**src/rtl/reg_commit_ctrl.sv**
```systemverilog
// Register-file commit controller.
// Retire requests from the ROB enter an in-order queue of {reg_id, data, rob_entry}.
// The head entry is committed to the register file one entry per cycle.
// A misprediction flush drains the queue, then pulses a rename-state clear, and
// returns to normal operation. While a flush is in progress, new issue is stalled.
module reg_commit_ctrl #(
    parameter int ROB_BIT = 4,
    parameter int DEPTH   = 4
) (
    input  logic                   clk_in,
    input  logic                   rst_in,
    input  logic                   rdy_in,
    input  logic                   in_valid,
    input  logic [4:0]             in_reg_id,
    input  logic [31:0]            in_data,
    input  logic [ROB_BIT-1:0]     in_rob_entry,
    output logic                   in_ready,
    input  logic                   flush_req,
    output logic                   rob_commit,
    output logic [4:0]             commit_reg_id,
    output logic [31:0]            commit_reg_data,
    output logic [ROB_BIT-1:0]     commit_rob_entry,
    output logic                   rob_clear_up,
    output logic                   issue_stall,
    output logic                   flush_done,
    output logic [$clog2(DEPTH):0] occupancy
);

    localparam int PTR_W = $clog2(DEPTH);
    localparam int OCC_W = PTR_W + 1;

    localparam logic [PTR_W-1:0] PTR_ONE   = PTR_W'(1);
    localparam logic [OCC_W-1:0] OCC_ONE   = OCC_W'(1);
    localparam logic [OCC_W-1:0] DEPTH_OCC = OCC_W'(DEPTH);

    // The three states are: normal operation, draining after a flush,
    // and a single rename-clear cycle.
    localparam logic [1:0] IDLE  = 2'd0;
    localparam logic [1:0] DRAIN = 2'd1;
    localparam logic [1:0] CLEAR = 2'd2;

    typedef struct packed {
        logic [4:0]         reg_id;
        logic [31:0]        data;
        logic [ROB_BIT-1:0] rob_entry;
    } entry_t;

    logic [1:0]       state_reg;
    logic [1:0]       state_next;
    logic [PTR_W-1:0] wr_ptr_reg;
    logic [PTR_W-1:0] rd_ptr_reg;
    logic [OCC_W-1:0] occ_reg;
    logic [OCC_W-1:0] occ_next;

    logic   push;
    logic   pop;
    entry_t wr_entry;
    entry_t head;
    entry_t entry_arr [DEPTH];

    // Handshake: requests are accepted only in normal operation with room left.
    assign in_ready = rdy_in && (state_reg == IDLE) && (occ_reg < DEPTH_OCC);

    // Register 0 is hard-wired, so such retires are acknowledged but never queued.
    assign push = in_valid && in_ready && (in_reg_id != 5'd0);

    // The head is committed on every ready cycle except during the clear cycle.
    // A pushed entry only becomes visible after the occupancy register counts it,
    // so there is no same-cycle bypass from in_* to commit_*.
    assign rob_commit = rdy_in && (occ_reg != '0) && (state_reg != CLEAR);
    assign pop        = rob_commit;

    assign rob_clear_up = rdy_in && (state_reg == CLEAR);
    assign flush_done   = rdy_in && (state_reg == CLEAR);
    assign issue_stall  = (state_reg != IDLE);
    assign occupancy    = occ_reg;

    assign wr_entry = {in_reg_id, in_data, in_rob_entry};

    // Queue storage: one register slot per entry, written when the write pointer selects it.
    genvar gi;
    generate
        for (gi = 0; gi < DEPTH; gi++) begin : g_entry
            entry_t entry_reg;
            logic   wr_en;

            assign wr_en = push && (wr_ptr_reg == PTR_W'(gi));

            // Capture the retire request into this slot.
            always_ff @(posedge clk_in) begin
                if (wr_en) begin
                    entry_reg <= wr_entry;
                end
            end

            assign entry_arr[gi] = entry_reg;
        end
    endgenerate

    assign head = entry_arr[rd_ptr_reg];

    // Commit fields show the head only while committing, and are zero otherwise.
    always_comb begin
        commit_reg_id    = '0;
        commit_reg_data  = '0;
        commit_rob_entry = '0;
        if (rob_commit) begin
            commit_reg_id    = head.reg_id;
            commit_reg_data  = head.data;
            commit_rob_entry = head.rob_entry;
        end
    end

    // Occupancy after this cycle; a simultaneous push and pop leaves it unchanged.
    always_comb begin
        occ_next = occ_reg;
        if (push && !pop) begin
            occ_next = occ_reg + OCC_ONE;
        end else if (!push && pop) begin
            occ_next = occ_reg - OCC_ONE;
        end
    end

    // Flush sequencing.
    // Flushes are only honoured in IDLE, and the decision uses the
    // post-cycle occupancy so a push in the flush cycle is drained too.
    always_comb begin
        state_next = state_reg;
        case (state_reg)
            IDLE: begin
                if (flush_req) begin
                    state_next = (occ_next != '0) ? DRAIN : CLEAR;
                end
            end
            DRAIN: begin
                if (occ_next == '0) begin
                    state_next = CLEAR;
                end
            end
            CLEAR: begin
                state_next = IDLE;
            end
            default: begin
                state_next = IDLE;
            end
        endcase
    end

    // State, pointer and occupancy registers.
    // Reset wins over everything, and a low rdy_in freezes all of them.
    always_ff @(posedge clk_in) begin
        if (rst_in) begin
            state_reg  <= IDLE;
            wr_ptr_reg <= '0;
            rd_ptr_reg <= '0;
            occ_reg    <= '0;
        end else if (rdy_in) begin
            state_reg <= state_next;
            occ_reg   <= occ_next;
            // Pointers wrap naturally because DEPTH is a power of two.
            if (push) begin
                wr_ptr_reg <= wr_ptr_reg + PTR_ONE;
            end
            if (pop) begin
                rd_ptr_reg <= rd_ptr_reg + PTR_ONE;
            end
        end
    end

endmodule

```
**config.mk**
```make
export PLATFORM = sky130hd
export DESIGN_NAME = reg_commit_ctrl
export DESIGN_NICKNAME = d
export VERILOG_FILES = /design/src/rtl/reg_commit_ctrl.sv
export SDC_FILE = /design/constraint.sdc
export NUM_CORES = 1
export LEC_CHECK = 0
export ABC_AREA = 1
export CAP_MARGIN = 10
export CORE_UTILIZATION = 49
export DETAILED_ROUTE_END_ITERATION = 12
export PLACE_DENSITY = 0.75
export SLEW_MARGIN = 20
export SYNTH_ARGS = -nofsm -noshare
export SYNTH_HDL_FRONTEND = slang
export SYNTH_SLANG_ARGS = --single-unit
```
**constraint.sdc**
```tcl
create_clock -name clk_in -period 2.8 [get_ports clk_in]
set_input_delay 0.56 -clock clk_in [delete_from_list [all_inputs] [get_ports clk_in]]
set_output_delay 0.56 -clock clk_in [all_outputs]
set_load 0.05 [all_outputs]
```
==> PnR_summary.wiki, run 1 <==
{| class="wikitable"
! Metric !! Value
|-
| Critical path data required time || 2.24 ns
|-
| Number of antenna cells inserted || 0
|-
| Net switching component of the power || 0.003382 W
|-
| CP peak stage delay || 0.36 ns
|-
| Max_cap viols || 0
|-
| Ratio of routed vias to standard cells || between 5 and 6
|-
| Clock-pin slew on the worst setup and hold paths || 0.06 ns
|-
| Top-level I/O count || 95
|-
| Type of the worst setup path || reg -> out
|-
| Setup Viol. Count Final || 0
|-
| Most common cell after layout, fill and taps aside || sky130_fd_sc_hd__nor2_1
|-
| Largest vdd supply drop || 565.2 µV
|-
| Residual DRC count || 0
|-
| Cell-internal power || ~0.0059 W
|-
| Netlist Area Pre-Place || between 6000 and 7000 µm²
|-
| Endpoint arrival time on the critical path || around 2.1 ns
|-
| HP Class || reg -> reg
|-
| Slowest stage cell on the critical path || sky130_fd_sc_hd__dfxtp_1
|-
| CTS tree || built
|-
| Starting density of the core || around half
|-
| Grt total ovfl || 0
|-
| # nets final || 728
|-
| Part of the total power dissipated in combinational logic || 42.2%
|-
| Core area || roughly 14000 µm²
|-
| Leakage component of the power || 3.236 nW
|-
| Switching Fraction || a little over a third
|-
| Clock power frac || between 20% and 30%
|-
| TritonRoute pass-1 iters || 5
|-
| Worst hold-check slack || ~0.52 ns
|-
| Number of distinct library cells after synthesis || 25
|-
| Vertical die dimension || between 100 and 150 µm
|-
| Root Buffer || sky130_fd_sc_hd__clkbuf_16
|-
| Multi-input logic area || ~1900 µm²
|-
| Power density over cell area || about 980 nW/µm²
|-
| Setup Skew || between 0.009 and 0.01 ns
|-
| Number of antenna violations at the first check in global routing || 0
|-
| Aggregate global-route resource usage || 21.73%
|-
| Total negative setup slack || 0 ns
|-
| Post-route cell area || 9427 µm²
|-
| ANT nets after route || 0
|-
| Clock sink count || around 170
|-
| Area grow syn2layout || 35.19%
|-
| Per-instance average area after synthesis || 12.13 µm²
|-
| Final weighted congestion of routability-driven global placement || 0.7909
|-
| Sequential-to-total area share from yosys stat || around 73%
|-
| Category of the worst setup path launch point || flip-flop
|-
| Hold Vio Cnt, Final || 0
|-
| Synth Net Count || about 630
|-
| Max H-tree Level || 4
|-
| Half-perimeter wire length of the detailed placement result || about 9300 µm
|-
| Pins over their slew limit || 0
|-
| Cells after Synth || ~580
|-
| EDFF count, synth || roughly 160
|-
| Chain of cells forming the critical path || inv_1 > ha_1 > ha_1 > nor2_4 > nand2_8 > buf_8 > a21oi_2 > buf_12
|-
| Outcome || complete, no violations
|-
| Sum of routed wire length over all layers || roughly 15000 µm
|-
| Highest clock rate || 370.9 MHz
|-
| Shortest clock period the worst path allows after layout || around 2.7 ns
|-
| Full die area || 14710 µm²
|-
| Insertion delay of the later-clocked pin in the worst-skew pair || roughly 0.42 ns
|-
| Crit share post-route || 96.28%
|-
| Most instantiated flip-flop cell in the synthesis netlist || sky130_fd_sc_hd__edfxtp_1
|-
| Initial DRC count || around 300
|-
| Slew at the pin with the worst max-slew slack || 0.5548 ns
|-
| Most common cell type on the critical path || sky130_fd_sc_hd__ha_1
|-
| First-pass GRT wire length || about 23000 µm
|-
| Async S/R FF share, synth || 0%
|-
| Seq cells post-synth || around 170
|-
| RSZ-0062 raised after global routing || true
|-
| Endpoint class of the critical path || output pin
|-
| Total clock buffers created by CTS || 17
|-
| Warnings from Yosys || 0
|-
| DP Area || approximately 9000 µm²
|-
| Number of hold-repair buffers added at the cts stage || 0
|-
| Routed len/inst || between 15 and 20 µm
|-
| Count of buffers from port buffering || 94
|-
| Sequential power share || 34.2%
|-
| Register cell area after layout || around 5100 µm²
|-
| Top fanout value on the critical path || 15
|-
| Share of final-layout standard cells stronger than drive strength 1 || 22.53%
|-
| Count of fill cells added during filler insertion || ~970
|-
| Most frequent cells in the layout || sky130_fd_sc_hd__nor2_1 (174), sky130_fd_sc_hd__edfxtp_1 (164), sky130_fd_sc_hd__o21ai_0 (85)
|-
| Number of rows in the core area || 43
|-
| Number of global-route vias before repair || 4700
|-
| Number of vias in the routed layout || 4595
|-
| CTS max path bufs || 2
|-
| Worst slew margin || a little over three fifths
|-
| Flip-flop count of the largest register, all copies and words added || 164
|-
| Overall die width || 121.3 µm
|-
| Maximum number of pins on one net before global-route repair || 58
|}
[cell families after synthesis]
group,synth area share (%)
simple gates,12.67
compound gates,9.402
fa+ha+maj,1.256
xor+xnor,0.4846
flops,73.21
buf+inv,2.979
[power by group through the flow]
stage	Combinational (W)	Clock [W]	Sequential, W
2_1_floorplan	0.00219	0	0.00325
3_3_place_gp	0.00378	0	0.00323
3_5_place_dp	0.00384	0	0.00324
4_1_cts	0.00386	0.00220	0.00319
5_1_grt	0.00414	0.00230	0.00319
6_report	0.00391	0.00218	0.00317
[cell usage after synthesis, types with 2 or more instances]
| cell | number | area [µm²] |
|---|---|---|
| sky130_fd_sc_hd__buf_1 | 4 | 15.01 |
| sky130_fd_sc_hd__dfxtp_1 | 9 | 180.2 |
| sky130_fd_sc_hd__xor2_1 | 2 | 17.52 |
| sky130_fd_sc_hd__inv_1 | 15 | 56.30 |
| sky130_fd_sc_hd__nand2_2 | 6 | 37.54 |
| sky130_fd_sc_hd__a21oi_1 | 46 | 230.2 |
| sky130_fd_sc_hd__nand2_1 | 9 | 33.78 |
| sky130_fd_sc_hd__nand3_2 | 2 | 20.02 |
| sky130_fd_sc_hd__nor2_1 | 178 | 668.1 |
| sky130_fd_sc_hd__nand2_4 | 2 | 22.52 |
| sky130_fd_sc_hd__edfxtp_1 | 164 | 4925 |
| sky130_fd_sc_hd__ha_1 | 7 | 87.58 |
| sky130_fd_sc_hd__clkbuf_1 | 23 | 86.33 |
| sky130_fd_sc_hd__o21ai_0 | 85 | 425.4 |
| sky130_fd_sc_hd__nand3_4 | 2 | 35.03 |
| sky130_fd_sc_hd__nand3_1 | 3 | 15.01 |
| sky130_fd_sc_hd__inv_2 | 5 | 18.77 |
| sky130_fd_sc_hd__nor2_4 | 3 | 33.78 |
| sky130_fd_sc_hd__buf_2 | 4 | 20.02 |
[through the flow]
stage,util [%],power [W],instances,worst slack (ns)
after global placement,63.62,0.007008,835,0.1624
after global routing,67.91,0.009632,868,-0.002459
final,67.91,0.009260,868,0.1040
after CTS,67.56,0.009250,867,0.01807
after detailed placement,63.62,0.007078,835,0.1619
after floorplan,-,0.005436,575,-0.6083
[path summary, 6_finish.rpt]
kind,to,slack [ns],from,depth (start not counted)
min,state_reg[0]$_SDFFE_PP0P_,0.52,state_reg[0]$_SDFFE_PP0P_,2
max reg2reg,state_reg[0]$_SDFFE_PP0P_,0.62,occupancy[0]$_SDFFE_PP0P_,14
max,commit_reg_id[2],0.10,occupancy[0]$_SDFFE_PP0P_,8
min reg2reg,state_reg[0]$_SDFFE_PP0P_,0.52,state_reg[0]$_SDFFE_PP0P_,2
[worst max-delay path, delay by kind of cell, from the launching register on]
family / cells / cell delay, ns
buffers and inverters: 3 / 0.45
flip-flops: 1 / 0.36
AND/OR/NAND/NOR: 2 / 0.29
adder cells (fa/ha/maj): 2 / 0.40
AO/OA/AOI/OAI: 1 / 0.18
[per-layer routing]
metal | track usage [%] | vias to the layer above | wire [µm]
met5 | 0 | - | 0
met4 | 12.04 | 0 | 396
met3 | 4.417 | 28 | 705
met2 | 36.79 | 138 | 7770
met1 | 25.88 | 2223 | 6241
li1 | - | 2206 | -
[timing repair]
action,4_1_cts,5_1_grt
endpoints found under the hold margin,0,0
endpoints found under the setup margin,4,20
pin swaps,0,0
resized for setup,1,7
setup buffers,0,1
[cell type report]
type	instances	area share, %
clock buffer	23	4.752
tap	180	2.389
inverter	21	0.8628
sequential	173	54.21
multi-input combinational	349	19.86
timing repair buffer	113	16.92
clock inverter	9	1.009
(Power assumes the default switching activity.)
==> run 2, diff against run 1 <==
- CORE_MARGIN: not set -> 2
- CTS_BUF_LIST: not set -> sky130_fd_sc_hd__clkbuf_4 sky130_fd_sc_hd__clkbuf_8 sky130_fd_sc_hd__clkbuf_16
==> PnR_summary.wiki, run 2 (synthesis gave the netlist of run 1 again) <==
{| class="wikitable"
! Metric !! Value
|-
| Total clock buffers created by CTS || 17
|-
| Critical path data required time || 2.24 ns
|-
| Number of vias in the routed layout || approximately 4700
|-
| Launching instance or port of the critical path || occupancy[0]$_SDFFE_PP0P_
|-
| Vertical die dimension || roughly 120 µm
|-
| Number of rows in the core area || 43
|-
| Cells on worst reg2reg path || 13
|-
| Worst min-delay path startpoint || state_reg[0]$_SDFFE_PP0P_
|-
| Critical register-to-register path startpoint || occupancy[0]$_SDFFE_PP0P_
|-
| Setup Skew || roughly 0.008 ns
|-
| Routed len/inst || roughly 18 µm
|-
| Critical register-to-register path endpoint || state_reg[0]$_SDFFE_PP0P_
|-
| Final cell count without fillers || roughly 870
|-
| Clock-pin slew on the worst setup and hold paths || around 0.060 ns
|-
| Total negative setup slack || 0 ns
|-
| Highest clock rate || roughly 370 MHz
|-
| Sequential power share || around 34%
|-
| Max H-tree Level || 4
|-
| Max_cap viols || 0
|-
| Number of antenna violations at the first check in global routing || 0
|-
| Placed insts || 837
|-
| Sum of routed wire length over all layers || 15280 µm
|-
| ANT nets after route || 0
|-
| Aggregate global-route resource usage || 21.25%
|-
| Area grow syn2layout || 35.58%
|-
| Half-perimeter wire length of the detailed placement result || between 9000 and 10000 µm
|-
| Leakage component of the power || 3.272 nW
|-
| Worst Hold Path EP || state_reg[0]$_SDFFE_PP0P_
|-
| RSZ-0062 raised after global routing || true
|-
| Number of antenna cells inserted || 0
|-
| R2r setup slk || about 0.62 ns
|-
| Outcome || complete, no violations
|-
| Top-level I/O count || 95
|-
| Setup Viol. Count Final || 0
|-
| Endpoint class of the critical path || output pin
|-
| Flip-flop count of the largest register, all copies and words added || approximately 160
|-
| Crit share post-route || a little over nine tenths
|-
| Count of buffers from port buffering || 94
|-
| Power density over cell area || about 1000 nW/µm²
|-
| Clock power frac || about a quarter
|-
| Share of final-layout standard cells stronger than drive strength 1 || around a quarter
|-
| Cell-internal power || 0.006037 W
|-
| Part of the total power dissipated in combinational logic || around two fifths
|-
| Root Buffer || sky130_fd_sc_hd__clkbuf_16
|-
| Category of the worst setup path launch point || flip-flop
|-
| Final weighted congestion of routability-driven global placement || 0.8104
|-
| Most common cell after layout, fill and taps aside || sky130_fd_sc_hd__nor2_1
|-
| Shortest clock period the worst path allows after layout || around 2.7 ns
|-
| Insertion delay of the later-clocked pin in the worst-skew pair || 0.43 ns
|-
| Number of global-route vias before repair || 4711
|-
| Overall die width || 123.3 µm
|-
| Ratio of routed vias to standard cells || ~5.4
|-
| Hold Vio Cnt, Final || 0
|-
| Most frequent cells in the layout || sky130_fd_sc_hd__nor2_1 (174), sky130_fd_sc_hd__edfxtp_1 (164), sky130_fd_sc_hd__o21ai_0 (85)
|-
| Grt total ovfl || 0
|-
| Switching Fraction || between 30% and 40%
|-
| TritonRoute pass-1 iters || 5
|-
| CTS max path bufs || 2
|-
| CTS tree || built
|-
| PostCTS Resize Cnt || 0
|-
| Total Power Consumption || roughly 0.0094 W
|-
| Top fanout value on the critical path || 15
|-
| Initial DRC count || 400
|-
| Largest vdd supply drop || 618.3 µV
|-
| Type of the worst setup path || reg -> out
|-
| Full die area || 15200 µm²
|-
| Core area || 13880 µm²
|-
| Setup bufs post-CTS || 0
|-
| Cell count of the worst hold path || 2
|-
| Endpoint arrival time on the critical path || about 2.2 ns
|-
| Pins over their slew limit || 0
|-
| First-pass GRT wire length || approximately 24000 µm
|-
| Slew at the pin with the worst max-slew slack || around 0.54 ns
|-
| Starting density of the core || about half
|-
| Residual DRC count || 0
|-
| Worst slew margin || roughly 64%
|-
| Maximum number of pins on one net before global-route repair || 42
|-
| Number of hold-repair buffers added at the cts stage || 0
|-
| HP Class || reg -> reg
|-
| # nets final || 729
|-
| Net switching component of the power || approximately 0.0034 W
|-
| Clock sink count || approximately 170
|}
[run 2: cell types whose count changed in the layout (fill, tap and decap cells not counted), moves of 3 or more]
cell / previous run / this run
sky130_fd_sc_hd__clkbuf_1: 6 / 0
sky130_fd_sc_hd__a21oi_4: 3 / 0
sky130_fd_sc_hd__a21oi_2: 37 / 40
sky130_fd_sc_hd__buf_4: 13 / 16
sky130_fd_sc_hd__clkinv_2: 1 / 5
[run 2: area by class of cell]
class / count / area, µm²
clock inverters: 14 / 175.2
multi-input cells: 349 / 1849
fillers: 975 / 4427
inverters: 21 / 78.83
repair buffers: 114 / 1583
well taps: 180 / 225.2
flip-flops and latches: 173 / 5110
clock buffers: 18 / 432.9
[run 2: power groups by stage]
| stage | logic (W) | clock network, W | registers (W) |
|---|---|---|---|
| 6_report | 0.00384 | 0.00239 | 0.00318 |
| 5_1_grt | 0.00408 | 0.00252 | 0.00320 |
| 4_1_cts | 0.00385 | 0.00242 | 0.00318 |
| 3_5_place_dp | 0.00382 | 0 | 0.00323 |
| 3_3_place_gp | 0.00377 | 0 | 0.00322 |
| 2_1_floorplan | 0.00219 | 0 | 0.00325 |
[run 2: worst max-delay path by stage]
stage	endpoint	cells after the start
2_1_floorplan	entry_arr[0]$_DFFE_PP_	5
3_3_place_gp	commit_reg_data[7]	7
3_5_place_dp	commit_reg_data[9]	7
4_1_cts	commit_reg_data[9]	8
5_1_grt	commit_reg_id[2]	5
6_report	commit_reg_id[2]	8
[run 2: per-stage QoR]
stage	instance area [µm²]	worst slack, ns	util (%)	hold slack (ns)
after floorplan	7123	-0.6083	-	0.4749
after global placement	8833	0.2357	63.64	0.4900
after detailed placement	8833	0.2084	63.64	0.5096
after CTS	9442	0.02426	68.02	0.5192
after global routing	9454	-0.01176	68.11	0.5383
final	9454	0.09232	68.11	0.5195
[run 2: metal layers]
metal,up-vias,share of wire (%),GRT usage (%),wire (µm)
met2,177,51,35.34,7798
met5,-,0,0,0
met4,0,2.0,9.091,310
met1,2255,40,26.69,6182
li1,2206,-,-,-
met3,25,6.4,5.120,985
[run 2: worst max-delay path, cell delays in order (launching register included)]
cell,delay (ns)
sky130_fd_sc_hd__dfxtp_1,0.36
sky130_fd_sc_hd__inv_1,0.09
sky130_fd_sc_hd__ha_1,0.20
sky130_fd_sc_hd__ha_1,0.21
sky130_fd_sc_hd__nor2_4,0.17
sky130_fd_sc_hd__nand2_8,0.14
sky130_fd_sc_hd__buf_12,0.19
sky130_fd_sc_hd__a21oi_2,0.19
sky130_fd_sc_hd__buf_12,0.17
==> run 3, diff against run 2 <==
- clock period: 2.8 -> 2.2 ns (I/O delays scaled with it)
==> PnR_summary.wiki, run 3 (synthesis gave the netlist of run 1 again) <==
{| class="wikitable"
! Metric !! Value
|-
| Outcome || finished with violations
|-
| Violated checks || negative setup slack
|-
| Register cell area after layout || roughly 5100 µm²
|-
| Count of buffers from port buffering || 94
|-
| Aggregate global-route resource usage || about a quarter
|-
| CP peak stage delay || between 0.3 and 0.4 ns
|-
| Max H-tree Level || 4
|-
| Clock-pin slew on the worst setup and hold paths || around 0.070 ns
|-
| Cell family contributing the most delay on the critical path || buffers and inverters
|-
| Clock power frac || 22.9%
|-
| Category of the worst setup path launch point || flip-flop
|-
| Flip-flop count of the largest register, all copies and words added || ~160
|-
| Starting density of the core || between 50% and 60%
|-
| Switching Fraction || 37.80%
|-
| Sequential power share || between 30 and 40%
|-
| Most common cell type on the critical path || sky130_fd_sc_hd__buf_12
|-
| Insertion delay of the later-clocked pin in the worst-skew pair || 0.42 ns
|-
| Endpoint class of the critical path || output pin
|-
| Leakage component of the power || 3.549 nW
|-
| Power density over cell area || 1305 nW/µm²
|-
| Highest clock rate || 412.9 MHz
|-
| Number of antenna cells inserted || 0
|-
| Initial DRC count || 516
|-
| Ratio of routed vias to standard cells || around 5.6
|-
| Critical path data required time || between 1.5 and 2 ns
|-
| Most common cell after layout, fill and taps aside || sky130_fd_sc_hd__nor2_1
|-
| # nets final || 756
|-
| Number of antenna violations at the first check in global routing || 0
|-
| Number of rows in the core area || 43
|-
| Slew at the pin with the worst max-slew slack || approximately 0.52 ns
|-
| Final setup slack of the worst path || -0.2217 ns
|-
| Shortest clock period the worst path allows after layout || approximately 2.4 ns
|-
| Sum of routed wire length over all layers || 18080 µm
|-
| Setup Skew || just under 0.007 ns
|-
| CTS tree || built
|-
| Worst Path Buf+Inv || 4
|-
| Count of fill cells added during filler insertion || around 800
|-
| Most frequent cells in the layout || sky130_fd_sc_hd__nor2_1 (174), sky130_fd_sc_hd__edfxtp_1 (164), sky130_fd_sc_hd__o21ai_0 (83)
|-
| Residual DRC count || 0
|-
| Root Buffer || sky130_fd_sc_hd__clkbuf_16
|-
| Vertical die dimension || about 120 µm
|-
| Share of final-layout standard cells stronger than drive strength 1 || about 28%
|-
| Slowest stage cell on the critical path || sky130_fd_sc_hd__dfxtp_4
|-
| Core area || approximately 14000 µm²
|-
| Top-level I/O count || 95
|-
| Final core utilization || 73.88%
|-
| Number of global-route vias before repair || 5141
|-
| Maximum number of pins on one net before global-route repair || 32
|-
| Multi-input logic area || 2210 µm²
|-
| ANT nets after route || 0
|-
| Overall die width || approximately 120 µm
|-
| CTS max path bufs || 2
|-
| R2r setup slk || roughly 0.040 ns
|-
| Largest vdd supply drop || roughly 1000 µV
|-
| Grt total ovfl || 0
|-
| Pins over their slew limit || 0
|-
| Hold Vio Cnt, Final || 0
|-
| Half-perimeter wire length of the detailed placement result || approximately 11000 µm
|-
| Top fanout value on the critical path || 5
|-
| Total clock buffers created by CTS || 17
|-
| Number of hold-repair buffers added at the cts stage || 0
|-
| Max_cap viols || 0
|-
| Type of the worst setup path || reg -> out
|-
| HP Class || reg -> reg
|-
| Area grow syn2layout || 47.07%
|-
| RSZ-0062 raised after global routing || true
|-
| Number of vias in the routed layout || 4988
|-
| Net switching component of the power || 0.005061 W
|-
| Endpoint arrival time on the critical path || slightly below 2 ns
|-
| Cell-internal power || about 0.0083 W
|-
| Chain of cells forming the critical path || inv_4 > ha_4 > ha_4 > nor2_4 > nand2_8 > buf_12 > buf_12 > a21oi_4 > buf_12
|-
| Worst slew margin || 65.04%
|-
| TritonRoute pass-1 iters || 5
|-
| Routed len/inst || 20.18 µm
|-
| Full die area || between 15000 and 20000 µm²
|-
| Setup Viol. Count Final || 42
|-
| Crit share post-route || 110.1%
|-
| Clock sink count || between 150 and 200
|-
| Part of the total power dissipated in combinational logic || between 40 and 50%
|-
| Final weighted congestion of routability-driven global placement || between 0.8 and 0.9
|-
| First-pass GRT wire length || approximately 28000 µm
|-
| Total negative setup slack || -7.644 ns
|}
==> run 3: changes by cell type in the layout (fill, tap and decap cells not counted), moves of 4 or more <==
| cell | before | now |
|---|---|---|
| sky130_fd_sc_hd__a21oi_4 | 0 | 41 |
| sky130_fd_sc_hd__a21oi_2 | 40 | 0 |
| sky130_fd_sc_hd__buf_12 | 48 | 59 |
| sky130_fd_sc_hd__buf_4 | 16 | 25 |
| sky130_fd_sc_hd__inv_6 | 0 | 5 |
| sky130_fd_sc_hd__dfxtp_1 | 7 | 3 |
==> run 3: worst paths after layout <==
check | endpoint | start | depth (start not counted)
max | commit_reg_data[19] | occupancy[0]$_SDFFE_PP0P_ | 9
min | state_reg[1]$_SDFFE_PP0P_ | state_reg[1]$_SDFFE_PP0P_ | 2
max reg2reg | state_reg[0]$_SDFFE_PP0P_ | occupancy[0]$_SDFFE_PP0P_ | 16
min reg2reg | state_reg[1]$_SDFFE_PP0P_ | state_reg[1]$_SDFFE_PP0P_ | 2
==> run 3: final cells by class <==
type                    instances  area share (%)
multi-input cells             349           21.55
flip-flops and latches        173           49.90
inverters                      21          0.8907
repair buffers                141           19.58
clock inverters                13           1.586
well taps                     180           2.196
clock buffers                  19           4.295
==> run 3: what timing repair did <==
item                                    in CTS  in global routing
gates cloned                                 3                  1
resized for setup                           24                 12
pin swaps                                    4                  2
buffers inserted                             9                  7
endpoints found under the setup margin      43                 44
==> run 3: power groups by stage <==
stage / registers [W] / clock network [W] / logic (W)
after global routing: 0.00405 / 0.00323 / 0.00660
final: 0.00403 / 0.00306 / 0.00629
after detailed placement: 0.00408 / 0 / 0.00554
after CTS: 0.00402 / 0.00308 / 0.00611
after global placement: 0.00407 / 0 / 0.00542
after floorplan: 0.00413 / 0 / 0.00326
==> run 3: through the flow <==
| stage | cells | total power (W) | cell area [µm²] | setup slack (ns) | hold WS, ns |
|---|---|---|---|---|---|
| 6_report | 896 | 0.01339 | 10250 | -0.2217 | 0.5485 |
| 5_1_grt | 896 | 0.01388 | 10250 | -0.2520 | 0.5809 |
| 4_1_cts | 892 | 0.01321 | 10200 | -0.2046 | 0.5185 |
| 3_5_place_dp | 848 | 0.009619 | 9341 | -0.009660 | 0.5085 |
| 3_3_place_gp | 848 | 0.009482 | 9341 | 0.01008 | 0.4896 |
| 2_1_floorplan | 575 | 0.007392 | 7493 | 0.003686 | 0.4720 |
==> run 3: worst register-to-register path, cell delays in order, from the launching register on <==
cell                      delay [ns]
sky130_fd_sc_hd__dfxtp_4        0.36
sky130_fd_sc_hd__inv_4          0.04
sky130_fd_sc_hd__ha_4           0.16
sky130_fd_sc_hd__ha_4           0.16
sky130_fd_sc_hd__nor2_4         0.13
sky130_fd_sc_hd__nand2_8        0.09
sky130_fd_sc_hd__buf_12         0.15
sky130_fd_sc_hd__buf_4          0.15
sky130_fd_sc_hd__inv_6          0.07
sky130_fd_sc_hd__buf_4          0.13
sky130_fd_sc_hd__nand2_4        0.07
sky130_fd_sc_hd__nand3_1        0.12
sky130_fd_sc_hd__nand2_2        0.09
sky130_fd_sc_hd__nor2_4         0.15
sky130_fd_sc_hd__nand2_2        0.07
sky130_fd_sc_hd__nand2_1        0.06
sky130_fd_sc_hd__a21oi_1        0.05
==> run 3: routing by layer <==
layer / global-route usage [%] / share of wire, % / up-vias
met3: 4.197 / 6.2 / 37
met2: 41.55 / 52 / 234
met4: 9.943 / 2.7 / 0
li1: - / - / 2270
met5: 0 / 0 / -
met1: 32.39 / 40 / 2447
